===== src/rtl/gpio_pkg.sv =====
// GPIO input conditioning: shared constants.
// Register addresses and pin count used by the debounce block.
package gpio_pkg;

  localparam int unsigned GPIO_PIN_COUNT = 8;

  localparam int unsigned GPIO_IN_STATE   = 32'h00;
  localparam int unsigned GPIO_IN_RISE_EN = 32'h01;
  localparam int unsigned GPIO_IN_FALL_EN = 32'h02;
  localparam int unsigned GPIO_IN_PENDING = 32'h03;
  localparam int unsigned GPIO_IN_RAWSYNC = 32'h04;

endpackage


===== src/rtl/gpio_debounce_bit.sv =====
// One pin: two-flop synchroniser, stability counter, debounced level.
// db_next_o is the level db_o will take on the coming edge.
module gpio_debounce_bit #(
  parameter int unsigned N = 4
) (
  input  logic clk_i,
  input  logic rst_ni,
  input  logic raw_i,
  output logic sync_o,
  output logic db_o,
  output logic db_next_o
);

  localparam int unsigned CW = $clog2(N + 1);
  localparam logic [CW-1:0] CNT_MAX = CW'(N - 1);

  logic          sync_a_q;
  logic          sync_b_q;
  logic          db_q;
  logic          db_d;
  logic [CW-1:0] cnt_q;
  logic [CW-1:0] cnt_d;

  // Count consecutive cycles the synced level differs from db.
  always_comb begin
    db_d  = db_q;
    cnt_d = cnt_q;
    if (sync_b_q == db_q) begin
      cnt_d = '0;
    end else if (cnt_q == CNT_MAX) begin
      db_d  = sync_b_q;
      cnt_d = '0;
    end else begin
      cnt_d = cnt_q + 1'b1;
    end
  end

  // Synchroniser, counter and debounced level registers.
  always_ff @(posedge clk_i or negedge rst_ni) begin
    if (!rst_ni) begin
      sync_a_q <= 1'b0;
      sync_b_q <= 1'b0;
      db_q     <= 1'b0;
      cnt_q    <= '0;
    end else begin
      sync_a_q <= raw_i;
      sync_b_q <= sync_a_q;
      db_q     <= db_d;
      cnt_q    <= cnt_d;
    end
  end

  assign sync_o    = sync_b_q;
  assign db_o      = db_q;
  assign db_next_o = db_d;

endmodule


===== src/rtl/gpio_input_debounce.sv =====
// GPIO input conditioning: per-pin debounce, edge detect,
// bus-visible enables and W1C pending register driving IRQ.
module gpio_input_debounce
  import gpio_pkg::*;
#(
  parameter int unsigned BITS            = 16,
  parameter int unsigned ADDRESS_BITS    = 8,
  parameter int unsigned CLK_FREQ        = 12000000,
  parameter int unsigned DEBOUNCE_CYCLES = 120000
) (
  input  logic                    CLK,
  input  logic                    RSTb,
  input  logic [ADDRESS_BITS-1:0] ADDRESS,
  input  logic [BITS-1:0]         DATA_IN,
  output logic [BITS-1:0]         DATA_OUT,
  input  logic                    WR,
  input  logic [7:0]              RAW_PINS,
  output logic [7:0]              CLEAN_PINS,
  output logic                    IRQ
);

  localparam int unsigned P = GPIO_PIN_COUNT;

  logic [P-1:0] sync_b;
  logic [P-1:0] db;
  logic [P-1:0] db_next;
  logic [P-1:0] rise;
  logic [P-1:0] fall;
  logic [P-1:0] set;
  logic [P-1:0] clr;

  logic [P-1:0] rise_en_q;
  logic [P-1:0] rise_en_d;
  logic [P-1:0] fall_en_q;
  logic [P-1:0] fall_en_d;
  logic [P-1:0] pend_q;
  logic [P-1:0] pend_d;

  logic sel_state;
  logic sel_rise;
  logic sel_fall;
  logic sel_pend;
  logic sel_raw;

  logic [P-1:0]    rdata;
  logic [BITS-1:0] unused_data;

  assign unused_data = DATA_IN;

  for (genvar i = 0; i < P; i++) begin : g_pin
    gpio_debounce_bit #(
      .N(DEBOUNCE_CYCLES)
    ) u_bit (
      .clk_i    (CLK),
      .rst_ni   (RSTb),
      .raw_i    (RAW_PINS[i]),
      .sync_o   (sync_b[i]),
      .db_o     (db[i]),
      .db_next_o(db_next[i])
    );
  end

  assign rise = ~db & db_next;
  assign fall = db & ~db_next;
  assign set  = (rise & rise_en_q) | (fall & fall_en_q);

  assign sel_state = (ADDRESS == ADDRESS_BITS'(GPIO_IN_STATE));
  assign sel_rise  = (ADDRESS == ADDRESS_BITS'(GPIO_IN_RISE_EN));
  assign sel_fall  = (ADDRESS == ADDRESS_BITS'(GPIO_IN_FALL_EN));
  assign sel_pend  = (ADDRESS == ADDRESS_BITS'(GPIO_IN_PENDING));
  assign sel_raw   = (ADDRESS == ADDRESS_BITS'(GPIO_IN_RAWSYNC));

  // Register writes; a new edge outranks a same-cycle W1C.
  always_comb begin
    rise_en_d = rise_en_q;
    fall_en_d = fall_en_q;
    clr       = '0;
    if (WR && sel_rise) rise_en_d = DATA_IN[P-1:0];
    if (WR && sel_fall) fall_en_d = DATA_IN[P-1:0];
    if (WR && sel_pend) clr = DATA_IN[P-1:0];
    pend_d = (pend_q & ~clr) | set;
  end

  // Control and status registers.
  always_ff @(posedge CLK or negedge RSTb) begin
    if (!RSTb) begin
      rise_en_q <= '0;
      fall_en_q <= '0;
      pend_q    <= '0;
    end else begin
      rise_en_q <= rise_en_d;
      fall_en_q <= fall_en_d;
      pend_q    <= pend_d;
    end
  end

  // Read mux; unmapped addresses return zero.
  always_comb begin
    rdata = '0;
    unique case (1'b1)
      sel_state: rdata = db;
      sel_rise:  rdata = rise_en_q;
      sel_fall:  rdata = fall_en_q;
      sel_pend:  rdata = pend_q;
      sel_raw:   rdata = sync_b;
      default:   rdata = '0;
    endcase
  end

  assign DATA_OUT   = BITS'(rdata);
  assign CLEAN_PINS = db;
  assign IRQ        = |pend_q;

endmodule


===== config.mk =====
export PLATFORM = sky130hd
export DESIGN_NAME = gpio_input_debounce
export DESIGN_NICKNAME = d
export VERILOG_FILES = /design/src/rtl/gpio_pkg.sv /design/src/rtl/gpio_debounce_bit.sv /design/src/rtl/gpio_input_debounce.sv
export SDC_FILE = /design/constraint.sdc
export NUM_CORES = 1
export LEC_CHECK = 0
export BUFFER_PORTS_ARGS = -buffer_cell sky130_fd_sc_hd__buf_2
export CORE_UTILIZATION = 55
export CTS_CLUSTER_DIAMETER = 30
export CTS_CLUSTER_SIZE = 16
export DETAILED_ROUTE_END_ITERATION = 10
export GPL_ROUTABILITY_DRIVEN = 0
export HOLD_SLACK_MARGIN = 0.15
export PLACE_DENSITY = 0.73
export SLEW_MARGIN = 20
export SYNTH_ARGS = -nofsm -noshare
export SYNTH_HDL_FRONTEND = slang
export SYNTH_SLANG_ARGS = --single-unit

===== constraint.sdc =====
create_clock -name CLK -period 2.1 [get_ports CLK]
set_input_delay 0.21 -clock CLK [delete_from_list [all_inputs] [get_ports CLK]]
set_output_delay 0.21 -clock CLK [all_outputs]
set_load 0.02 [all_outputs]

==> reports/metrics.cfg <==
[pwr]
p_total_uw=7150
p_per_area_nw_per_um2=684
ir_drop_mv=0.648
p_leak_uw=0.00434

[min_path]
min_from=WR
min_path_cells=3
min_path_type=input port to flip-flop
holdPathEnd=rise_en_q[0]

[critical_path]
critPathKind=input port to primary output
regToRegSetupSlack_ns=0.10
critical_path_arrival_ns=1.81
ff2ff_path_depth=4
required_ns=1.89
timing.rr.start=g_pin[0].u_bit.cnt_q[8]
worstSetupStartpointType=input port
worstPathMaxFanout=3
regToRegEndpoint=g_pin[0].u_bit.db_o
endpoint_kind=primary output

[sta]
post-route-min-period_ns=2.02
slew_viol_final=0
worstMarginPinSlew_ns=0.601
fin_crit_sh_pct=96.2
slew_headroom_pct=59.6
rsz0062_at_grt=no
setup_violations=0
hold_slack_ns=0.268
finClkSkew_ns=0.00749
max_freq_mhz=495
finalHoldViolCount=0

[floorplan]
die_height_um=131
io_pins=60
die_area_um2=17100
rows=46
core_um2=16000
dieWidth_um=131
initial_utilization_pct=56.9

[routing]
routedWlPerCell_um=15.0
wl_met2_um=8470
drtPass1Iterations=4
antenna_left=0
met1_length_um=8350
via_count=6544
drc_errors=0
wl_met3_um=822
routed_wirelength_um=17900
dr.first_iter.drc_count=434
highest_layer=met5
via_per_inst=5.49

[cts]
cts_max_path_buffers=2
clkSlewWorstSetupHoldPaths_ns=0.06
cts_tree=done
root_buffer=clkbuf_16
cts_buffers=17
htreeDepth=4
cts_sinks=184
clk_latency_ns=0.42

[finish]
area_growth_pct=14.8
fin_nets=1004
final_area_um2=10400
drive_gt1_share_pct=16.4

[logic_synthesis]
synth_top_flop_cell=dfrtp_1
synth_edf_count=0
yosys-top-cells-area=dfrtp_1, xnor2_1, nor2_1, nand4_1, xor2_1
synth-seq-cells=184
postSynth.asyncResetShare_pct=100
synth_area_leader_cell=dfrtp_1
ys.warnings.count=0
syn_inst=878
syn_area_um2=9100
yosysSeqAreaShare_pct=50.6
synth_cell_types=54
syn_avg_cell_area_um2=10.4
synth_top_area_share_pct=50.6

[global_routing]
grt_max_degree=69
antenna_found_initial=2
grt_use_total_pct=23.0
grt_pass1_wl_um=30700
grt_pass1_vias=6361
grt_overflow=0

[placed_design]
port_buffers=43
place_area_um2=9670
post-dp-hpwl_um=12400

[run]
cap_violations=0

[status]
outcome=completed

==> worst max-delay path by stage <==
stage,from,end,depth (start not counted)
floorplan,ADDRESS[3],DATA_OUT[7],3
global placement,ADDRESS[3],DATA_OUT[1],6
detailed placement,ADDRESS[3],DATA_OUT[4],6
CTS,ADDRESS[3],DATA_OUT[3],7
global route,ADDRESS[3],DATA_OUT[7],5
finish,ADDRESS[3],DATA_OUT[2],5
==> where the power goes <==
part           switching (uW)  internal [uW]
logic                     216            151
registers                73.6           3620
clock network            1320           1770
total                    1610           5540
==> metrics by stage <==
| stage | cells | setup slack [ns] | setup TNS, ns | utilization [%] |
|---|---|---|---|---|
| final | 1191 | 0.0789 | 0 | 65.3 |
| after global routing | 1191 | 0.00437 | 0 | 65.3 |
| after CTS | 1187 | 0.0415 | 0 | 65.1 |
| after detailed placement | 1138 | -0.0294 | -0.121 | 60.4 |
| after global placement | 1138 | -0.0262 | -0.0423 | 60.4 |
| after floorplan | 885 | 0.0531 | 0 | - |
==> layout by cell type (no fill, tap or decap), drive strengths merged, types with 3 or more instances in the layout <==
cell	netlist	layout
nor4bb	5	5
a31oi	5	5
xnor2	88	88
mux2i	4	4
buf	27	73
xor2	30	30
conb	1	8
nand4	53	53
mux2	23	23
and2	6	6
or4	6	6
or2	5	5
nor3	33	33
a21oi	9	9
or4b	4	4
nand2	57	57
dlygate4sd3	0	17
a31o	5	5
nand3	42	42
nor2	133	133
inv	29	31
dfrtp	184	184
or3	6	6
clkinv	0	4
a22o	9	9
mux4	6	6
o21ai	23	23
and4	5	5
clkbuf	7	24
and3	6	6
nor4	35	35
nand4bb	3	3
ha	8	8
nand3b	3	3
==> kinds of logic (layout without fill, tap and decap cells) <==
logic type | Yosys count | in the layout | share of synthesized area (%)
multiplexers | 33 | 33 | 4.77
AND/OR/NAND/NOR | 413 | 413 | 24.1
adder cells (fa/ha/maj) | 8 | 8 | 1.10
XOR/XNOR | 118 | 118 | 11.4
flip-flops | 184 | 184 | 50.6
other | 1 | 9 | 0.0412
AO/OA/AOI/OAI | 58 | 58 | 4.47
buffers and inverters | 63 | 152 | 3.56
==> flip-flops by register name, summed over array words and instances, names as in the netlist <==
| signal | cells |
|---|---|
| g_pin.u_bit.cnt_q | 136 |
| fall_en_q | 8 |
| g_pin.u_bit.db_o | 8 |
| g_pin.u_bit.sync_a_q | 8 |
| g_pin.u_bit.sync_o | 8 |
| pend_q | 8 |
| rise_en_q | 8 |
==> area by class of cell <==
type                    count  area, um2
fillers                  1307       5550
flip-flops and latches    184       4600
multi-input cells         638       4210
repair buffers             91        677
clock buffers              23        488
well taps                 216        270
inverters                  29        109
clock inverters             9       90.1
diodes                      1       2.50
==> Yosys cell counts (all sizes together) (3+ instances only) <==
library cell	n
dfrtp	184
nor2	133
xnor2	88
nand2	57
nand4	53
nand3	42
nor4	35
nor3	33
xor2	30
inv	29
buf	27
mux2	23
o21ai	23
a21oi	9
a22o	9
ha	8
clkbuf	7
and2	6
and3	6
mux4	6
or3	6
or4	6
a31o	5
a31oi	5
and4	5
nor4bb	5
or2	5
mux2i	4
or4b	4
nand3b	3
nand4bb	3
==> critical path, stage by stage <==
cell and delay (ns):
buf_2 0.10, or4_4 0.56, or4b_1 0.55, o21ai_0 0.18
buf_2 0.21
==> metal layers <==
layer | up-vias | track usage [%]
met5 | - | 0
met4 | 2 | 6.83
met3 | 21 | 5.86
met2 | 107 | 36.3
met1 | 3167 | 31.4
li1 | 3247 | -
==> timing repair <==
item                       in CTS  in global routing
resized for setup               1                  2
pin swaps                       0                  1
gates cloned                    0                  0
setup endpoints to repair       6                  7
hold buffers                   17                  0
hold endpoints to repair       96                  0
setup buffers                   0                  3
Power figures use the tool's default switching activity.
